===== src/rtl/mem_ctrl.sv =====
// mem_ctrl: byte-RAM arbiter, mem stage first, 4-byte IF fetches; FETCH_BUF_EN adds a last-fetch buffer
module mem_ctrl #(
    parameter int ADDR_WIDTH = 32
) (
    input  logic                  clk,
    input  logic                  rst,
    input  logic                  if_req_i,
    input  logic [ADDR_WIDTH-1:0] if_addr_i,
    output logic [31:0]           if_inst_o,
    output logic                  if_done_o,
    output logic                  if_busy_o,
    input  logic                  mem_req_i,
    input  logic [ADDR_WIDTH-1:0] mem_addr_i,
    input  logic                  mem_wr_i,
    input  logic [7:0]            mem_wdata_i,
    output logic [7:0]            mem_rdata_o,
    output logic [ADDR_WIDTH-1:0] ram_addr_o,
    output logic                  ram_wr_o,
    output logic [7:0]            ram_dout_o,
    input  logic [7:0]            ram_din_i
);
    typedef enum logic [1:0] {IDLE, FETCH, DONE} state_t;
    state_t                state_q, state_d;
    logic [2:0]            idx_q, idx_d;
    logic                  iss_prev_q, iss_prev_d;
    logic [ADDR_WIDTH-1:0] fetch_addr_q, fetch_addr_d;
    logic [ADDR_WIDTH-1:0] last_addr_q, last_addr_d;
    logic [ADDR_WIDTH-1:0] iss_addr;
    logic [31:0]           inst_q, inst_d, buf_inst;
    logic                  done_q, done_d;
    logic                  iss, hit;
    logic [1:0]            lane;
`ifdef FETCH_BUF_EN
    logic                  buf_valid_q, buf_valid_d;
    logic [ADDR_WIDTH-1:0] buf_addr_q, buf_addr_d;
    logic [31:0]           buf_data_q, buf_data_d;
    logic                  inval, fill;
    assign inval    = mem_req_i & mem_wr_i & (mem_addr_i[ADDR_WIDTH-1:2] == buf_addr_q[ADDR_WIDTH-1:2]);
    assign hit      = (state_q == IDLE) & if_req_i & buf_valid_q & (if_addr_i == buf_addr_q) & ~inval;
    assign fill     = (state_q == FETCH) & (state_d == DONE);
    assign buf_inst = buf_data_q;
    always_comb begin
        buf_valid_d = (buf_valid_q | fill) & ~inval;
        buf_addr_d  = fill ? fetch_addr_q : buf_addr_q;
        buf_data_d  = fill ? inst_d : buf_data_q;
    end
    always_ff @(posedge clk) begin
        if (rst) begin
            buf_valid_q <= 1'b0;
            buf_addr_q  <= '0;
            buf_data_q  <= '0;
        end else begin
            buf_valid_q <= buf_valid_d;
            buf_addr_q  <= buf_addr_d;
            buf_data_q  <= buf_data_d;
        end
    end
`else
    assign hit      = 1'b0;
    assign buf_inst = '0;
`endif
    // In IDLE the address is not latched yet, so byte 0 issues straight from if_addr_i
    always_comb begin
        state_d      = state_q;
        idx_d        = idx_q;
        fetch_addr_d = fetch_addr_q;
        inst_d       = inst_q;
        iss          = 1'b0;
        lane         = idx_q[1:0] - 2'd1;
        iss_addr     = ((state_q == IDLE) ? if_addr_i : fetch_addr_q) + ADDR_WIDTH'(idx_q);
        case (state_q)
            IDLE: begin
                if (hit) begin
                    state_d = DONE;
                    inst_d  = buf_inst;
                end else if (if_req_i && !mem_req_i) begin
                    iss          = 1'b1;
                    fetch_addr_d = if_addr_i;
                    idx_d        = 3'd1;
                    state_d      = FETCH;
                end
            end
            FETCH: begin
                if (!if_req_i) begin
                    state_d = IDLE;
                    idx_d   = 3'd0;
                end else if (mem_req_i) begin
                    idx_d = 3'd0;
                end else begin
                    if (iss_prev_q) inst_d[{lane, 3'b000} +: 8] = ram_din_i;
                    if (idx_q <= 3'd3) begin
                        iss   = 1'b1;
                        idx_d = idx_q + 3'd1;
                    end else if (iss_prev_q) begin
                        state_d = DONE;
                        idx_d   = 3'd0;
                    end
                end
            end
            default: state_d = IDLE;
        endcase
        iss_prev_d  = iss;
        done_d      = (state_d == DONE);
        last_addr_d = iss ? iss_addr : last_addr_q;
    end
    always_ff @(posedge clk) begin
        if (rst) begin
            state_q      <= IDLE;
            idx_q        <= 3'd0;
            iss_prev_q   <= 1'b0;
            fetch_addr_q <= '0;
            last_addr_q  <= '0;
            inst_q       <= '0;
            done_q       <= 1'b0;
        end else begin
            state_q      <= state_d;
            idx_q        <= idx_d;
            iss_prev_q   <= iss_prev_d;
            fetch_addr_q <= fetch_addr_d;
            last_addr_q  <= last_addr_d;
            inst_q       <= inst_d;
            done_q       <= done_d;
        end
    end
    assign if_done_o   = done_q;
    assign if_inst_o   = inst_q;
    assign if_busy_o   = (state_q != IDLE);
    assign mem_rdata_o = ram_din_i;
    assign ram_addr_o  = rst ? '0 : mem_req_i ? mem_addr_i : iss ? iss_addr : last_addr_q;
    assign ram_wr_o    = ~rst & mem_req_i & mem_wr_i;
    assign ram_dout_o  = (rst | ~mem_req_i) ? 8'h00 : mem_wdata_i;
endmodule


===== config.mk =====
export PLATFORM = sky130hd
export DESIGN_NAME = mem_ctrl
export DESIGN_NICKNAME = d
export VERILOG_FILES = /design/src/rtl/mem_ctrl.sv
export SDC_FILE = /design/constraint.sdc
export NUM_CORES = 1
export LEC_CHECK = 0
export BUFFER_PORTS_ARGS = -buffer_cell sky130_fd_sc_hd__buf_2
export CAP_MARGIN = 20
export CORE_MARGIN = 3
export CORE_UTILIZATION = 50
export CTS_BUF_LIST = sky130_fd_sc_hd__clkbuf_8 sky130_fd_sc_hd__clkbuf_16
export CTS_CLUSTER_DIAMETER = 80
export DETAILED_ROUTE_END_ITERATION = 12
export GPL_TIMING_DRIVEN = 0
export PLACE_DENSITY_LB_ADDON = 0.12
export SYNTH_ARGS = -nofsm -noshare
export SYNTH_HDL_FRONTEND = slang
export SYNTH_SLANG_ARGS = --single-unit

===== constraint.sdc =====
create_clock -name clk -period 5.98 [get_ports clk]
set_input_delay 1.495 -clock clk [delete_from_list [all_inputs] [get_ports clk]]
set_output_delay 1.495 -clock clk [all_outputs]
set_load 0.05 [all_outputs]

==> flow_summary_export.csv, run 1 <==
group,metric,value,unit
status,status,"finished, final reports clean",
placed_design,place.gp.congestion,0.951,
grt,grt_pass1_vias,5853,
clock_tree,root_buffer,"clkbuf_16",
layout,final_cell_mix,"nand2_1 (178), buf_2 (176), dfxtp_1 (102)",
setup_path,crit_top_cell,"nand2_1",
setup_path,worstReg2RegStart,"state_q[0]",
layout,drive_gt1_frac,0.226,
setup_path,worst-path-buf-inv,4,
setup_path,cp.depth,14,
setup_path,cp_slowest_cell,"fa_1",
clock_tree,cts.sinks,103,
floorplanning,die_width,116,um
layout,final_common_cell,"nand2_1",
setup_path,max_stage_delay,0.37,ns
setup_path,end_kind,"output pin",
synth,syn_nets,902,
floorplanning,die_area,13500,um^2
setup_path,crit_type,"input port to output pin",
setup_path,worstPathCellList,"buf_2, nand2_1, nand2_1, ha_1, inv_1, fa_1, nand2b_1, a222oi_1, buf_4, nand4_1, o31a_1, or2_1, a211oi_2, clkbuf_4",
detailed_routing,via_per_inst,5.95,
timing,grt_setup_unrepaired,"false",
placed_design,dp_hpwl,16000,um
layout,layout.nets,1087,
detailed_routing,vias,6796,
detailed_routing,wl_per_cell,18.3,um
synth,synth.area.top_cells,"dfxtp_1 (34%), nand2_1 (11%), a21oi_1 (8.2%), mux2i_1 (4.0%), nand3_1 (3.5%)",
layout,utilization,0.644,
timing,tns,0,ns
synth,synth-edff-count,0,
setup_path,worst_setup_path_start_kind,"input port",
timing,setup_violations,0,
pwr,vdd_drop_max,0.153,mV
pwr,powerDensity,228,nW/um^2
setup_path,rr_worst_depth,17,
synth,synth_top_area_frac,0.340,
min_path,hold_class,"flop to flop",
synth,synth_cell_types,60,
synth,yosysSeqAreaShare,0.340,
timing,slew-limit-headroom,0.285,
grt,grt_max_degree,18,
detailed_routing,drt_wl_total,20900,um
setup_path,crit_start,"if_addr_i[0]",
setup_path,endpoint,"ram_addr_o[30]",
clock_tree,numCtsBuffers,9,
timing,period_share,0.953,
pwr,p_leak,3.21,nW
detailed_routing,detail_route.first_pass.iterations,6,
clock_tree,cts-htree-levels,3,
placed_design,numPortBuffers,167,
clock_tree,hold_buffers,0,
timing,fin_worst_skew,0.00793,ns
timing,finalCriticalPeriod,5.70,ns
setup_path,critPathRequiredTime,4.49,ns
grt,overflow,0,
floorplanning,start_util,0.522,
timing,fin_ws,0.282,ns
clock_tree,clkLatencyLatePin,0.36,ns
synth,syn_area,6060,um^2
clock_tree,clockBufferDepth,2,
setup_path,arrival,4.20,ns
floorplanning,core,11600,um^2
clock_tree,cts_tree,"yes",
setup_path,r2r_end,"last_addr_q[28]",
synth,synthCells,808,
synth,synth_area_per_cell,7.51,um^2
grt,grt_pass1_wl,31900,um
timing,fmax,0.176,GHz
synth,async_flop_share,0,
placed_design,place_ws,0.205,ns
setup_path,worstPathMaxFanout,8,
flow_run,cap_viol_max_count,0,
timing,final_max_slew_viol_count,0,
grt,antenna_found_initial,1,
floorplanning,die_y,116,um
detailed_routing,dr.first_iter.drc_count,945,
synth,yosysWarnings,0,
floorplanning,rows,39,
synth,synth_area_leader_cell,"dfxtp_1",
detailed_routing,drcViolationCount,0,
timing,whs,0.449,ns
synth,synth_seq_cells,103,
layout,syn_to_final_growth,23.3,%
detailed_routing,ant_nets,0,
layout,fillCellCount,1100,
floorplanning,ioPinCount,168,
grt,grt_use_total,0.305,
synth,synthFlopType,"dfxtp_1",
setup_path,rrSetupSlack,2.42,ns
clock_tree,clkTransAtPathRegs,0.07,ns
timing,finalHoldViolCount,0,
setup_path,critPathTopFamily,"compound AO/OA/AOI/OAI gates",
timing,tightest_slew,1.06,ns
==> synth_stat cells, types with 5 or more instances <==
cell	instances
o22ai_1	18
dfxtp_1	103
o31a_1	6
nor3_1	24
and3_1	21
a211oi_1	10
buf_2	11
nor2_1	24
inv_1	12
nand4_1	8
o211ai_1	21
and2_1	8
nand2b_1	5
clkbuf_1	42
or3_1	5
buf_4	10
a21oi_1	99
ha_1	8
a222oi_1	5
nand3_1	42
nor4_1	7
o21ai_0	26
nand4bb_1	11
xor2_1	5
nand2_1	178
or4bb_1	5
xnor2_1	8
mux2i_1	24
a22oi_1	13
==> worst reg2reg max path: stages, from the launching register on <==
cell	delay, ns
dfxtp_2	0.40
buf_4	0.18
buf_4	0.20
nor2_4	0.06
buf_4	0.18
clkinvlp_4	0.16
nand2_1	0.07
nand2_1	0.10
ha_1	0.17
inv_1	0.05
fa_1	0.37
nand2b_1	0.20
a222oi_1	0.24
buf_4	0.23
nand4_1	0.16
nor4_1	0.42
o21ai_0	0.15
a21oi_1	0.14
==> timing repair <==
item                                    in CTS  in global routing
gates cloned                                 0                  0
gates resized for setup                      2                  5
pin swaps                                    0                  1
setup buffers                                0                  8
endpoints found under the setup margin       9                 10
==> sequential cells by signal, summed over array words and instances (netlist names) <==
signal and flops:
idx_q 3, state_q 2, iss_prev_q 1, last_addr_q 32, if_done_o 1, fetch_addr_q 32, if_inst_o 32
==> power by group <==
part | total [mW] | leakage [nW] | internal (mW) | switching [mW]
registers | 0.724 | 0.838 | 0.707 | 0.0172
clock network | 0.627 | 0.150 | 0.351 | 0.276
logic | 0.357 | 2.22 | 0.111 | 0.245
total | 1.71 | 3.21 | 1.17 | 0.538
==> metal layers <==
metal / track usage / share of wire / routed length [um] / vias up
met5: 0 / 0 / 0 / -
met4: 0.0835 / 0.015 / 308 / 0
met3: 0.0472 / 0.10 / 2180 / 28
met2: 0.435 / 0.42 / 8720 / 400
met1: 0.473 / 0.46 / 9640 / 3085
li1: - / - / - / 3283
==> final cells by class <==
cell class / count / area, um^2 / share of cell area
clock buffer: 11 / 253 / 0.0338
inverter: 12 / 48.8 / 0.00653
clock inverter: 5 / 65.1 / 0.00870
multi-input combinational: 627 / 3650 / 0.488
antenna: 1 / 2.50 / 0.000335
tap: 143 / 179 / 0.0239
buffer: 65 / 317 / 0.0424
timing repair buffer: 175 / 898 / 0.120
sequential: 103 / 2060 / 0.276
==> worst min path at each step <==
stage                          from              end  cells after the start
global route           if_inst_o[8]     if_inst_o[8]                      2
CTS                   if_inst_o[12]    if_inst_o[12]                      2
global placement      if_inst_o[30]    if_inst_o[30]                      2
detailed placement    if_inst_o[12]    if_inst_o[12]                      2
finish                if_inst_o[23]    if_inst_o[23]                      2
floorplan           last_addr_q[25]  last_addr_q[25]                      2
==> cells by family (layout without fill, tap and decap cells) <==
logic type | Yosys count | in the layout | share of synthesized area
multiplexers | 25 | 25 | 0.0415
other | 0 | 1 | 0
XOR/XNOR | 13 | 13 | 0.0188
adder cells (fa/ha/maj) | 9 | 9 | 0.0198
AND/OR/NAND/NOR | 363 | 363 | 0.301
flip-flops | 103 | 103 | 0.340
AO/OA/AOI/OAI | 217 | 217 | 0.220
buffers and inverters | 78 | 268 | 0.0592
==> through the flow <==
step           instances  power [mW]  area, um^2
2_1_floorplan        808       0.967        6070
3_3_place_gp        1118        1.08        7080
6_report            1142        1.71        7470
4_1_cts             1133        1.70        7400
3_5_place_dp        1118        1.08        7080
5_1_grt             1142        1.77        7470
No activity file was read; power rests on OpenSTA's default activity.
==> run 2, diff against run 1 <==
RECOVER_POWER = 25   (was unset)
==> flow_summary_export.csv, run 2 (same netlist as run 1, synthesis figures left out) <==
group,metric,value,unit
status,status,"finished, final reports clean",
layout,final_common_cell,"nand2_1",
detailed_routing,wl_per_cell,18.3,um
detailed_routing,ant_nets,0,
grt,grt_pass1_wl,31900,um
pwr,p_leak,3.05,nW
setup_path,crit_top_cell,"nand2_1",
setup_path,end_kind,"output pin",
setup_path,cp_slowest_cell,"fa_1",
timing,slew-limit-headroom,0.253,
placed_design,dpl-instance-area,7080,um^2
clock_tree,clockBufferDepth,2,
floorplanning,die_width,116,um
grt,antenna_found_initial,1,
pwr,power,1.70,mW
setup_path,crit_type,"input port to output pin",
layout,drive_gt1_frac,0.190,
timing,fin_worst_skew,0.00769,ns
timing,period_share,0.954,
detailed_routing,detail_route.first_pass.iterations,5,
timing,fmax,0.175,GHz
placed_design,numPortBuffers,167,
floorplanning,die_y,116,um
detailed_routing,via_per_inst,5.92,
placed_design,place.gp.congestion,0.951,
detailed_routing,drcViolationCount,0,
timing,tns,0,ns
timing,whs,0.452,ns
grt,grt_use_total,0.305,
clock_tree,cts-htree-levels,3,
setup_path,arrival,4.21,ns
timing,final_max_slew_viol_count,0,
setup_path,worst_setup_path_start_kind,"input port",
clock_tree,cts_tree,"yes",
floorplanning,ioPinCount,168,
clock_tree,numCtsBuffers,9,
layout,multi_input_area,3650,um^2
layout,layout.nets,1087,
flow_run,cap_viol_max_count,0,
clock_tree,clkTransAtPathRegs,0.07,ns
floorplanning,die_area,13500,um^2
layout,final_cell_mix,"nand2_1 (178), buf_2 (140), dfxtp_1 (102)",
pwr,powerDensity,229,nW/um^2
floorplanning,core,11600,um^2
detailed_routing,drt_wl_total,20900,um
pwr,vdd_drop_max,0.152,mV
setup_path,critPathRequiredTime,4.49,ns
timing,finalHoldViolCount,0,
timing,grt_setup_unrepaired,"false",
clock_tree,root_buffer,"clkbuf_16",
timing,finalCriticalPeriod,5.71,ns
layout,syn_to_final_growth,22.5,%
layout,final_area,7430,um^2
floorplanning,rows,39,
timing,setup_violations,0,
setup_path,worstPathMaxFanout,8,
detailed_routing,vias,6763,
clock_tree,cts.sinks,103,
timing,tightest_slew,1.11,ns
layout,fillCellCount,1125,
detailed_routing,dr.first_iter.drc_count,861,
grt,grt_pass1_vias,5853,
grt,overflow,0,
grt,grt_max_degree,18,
clock_tree,clkLatencyLatePin,0.36,ns
layout,register_area,2060,um^2
min_path,hold_class,"flop to flop",
floorplanning,start_util,0.522,
setup_path,worstPathCellList,"buf_2, nand2_1, nand2_1, ha_1, inv_1, fa_1, nand2b_1, a222oi_1, buf_4, nand4_1, o31a_1, or2_1, a211oi_2, clkbuf_4",
placed_design,dp_hpwl,16000,um
setup_path,max_stage_delay,0.37,ns
[run 2: cell types whose count changed in the layout (fill, tap and decap cells not counted)]
cell / change
and2_0: +1
and2_1: -1
buf_2: -36
clkbuf_1: +36
[run 2: per-stage QoR]
step / cells / setup WS (ns) / util
3_5_place_dp: 1118 / 0.205 / 0.610
6_report: 1142 / 0.274 / 0.640
5_1_grt: 1142 / 0.0535 / 0.640
2_1_floorplan: 808 / 0.0929 / -
4_1_cts: 1133 / 0.0261 / 0.637
3_3_place_gp: 1118 / 0.205 / 0.610
[run 2: path summary, 6_finish.rpt]
check	from	endpoint	slack [ns]	cells past startpoint
setup reg to reg	state_q[0]	last_addr_q[28]	2.41	17
hold / removal	if_inst_o[23]	if_inst_o[23]	0.45	2
setup / recovery	if_addr_i[0]	ram_addr_o[30]	0.27	14
hold reg to reg	if_inst_o[23]	if_inst_o[23]	0.45	2
[run 2: per-layer routing]
layer  vias up  GRT usage  part of all wire
li1       3290          -                 -
met2       368      0.435              0.42
met3        23     0.0472             0.098
met1      3082      0.473              0.47
met4         0     0.0835             0.015
met5         -          0                 0
[run 2: repair_timing]
| action | CTS | global route |
|---|---|---|
| resized for setup | 2 | 5 |
| setup endpoints to repair | 9 | 10 |
| buffers inserted | 0 | 8 |
| pin swaps | 0 | 1 |
| cloned | 0 | 0 |
| hold buffers | 0 | 0 |
[run 2: cell type report]
type,instances,area share
inverters,12,0.00657
diodes,1,0.000337
multi-input cells,627,0.491
clock inverters,5,0.00876
flip-flops and latches,103,0.278
well taps,143,0.0241
repair buffers,175,0.115
clock buffers,11,0.0340
plain buffers,65,0.0423
[run 2: critical path: cells and delay by family]
kind	cells	cell delay (ns)
buffers and inverters	4	0.64
AND/OR/NAND/NOR	5	0.74
AO/OA/AOI/OAI	3	0.79
adder cells (fa/ha/maj)	2	0.54
[run 2: power breakdown]
group,internal (mW),switching (mW),total [mW],leakage [nW]
clock,0.351,0.273,0.625,0.150
combinational,0.111,0.245,0.356,2.07
sequential,0.707,0.0173,0.724,0.838
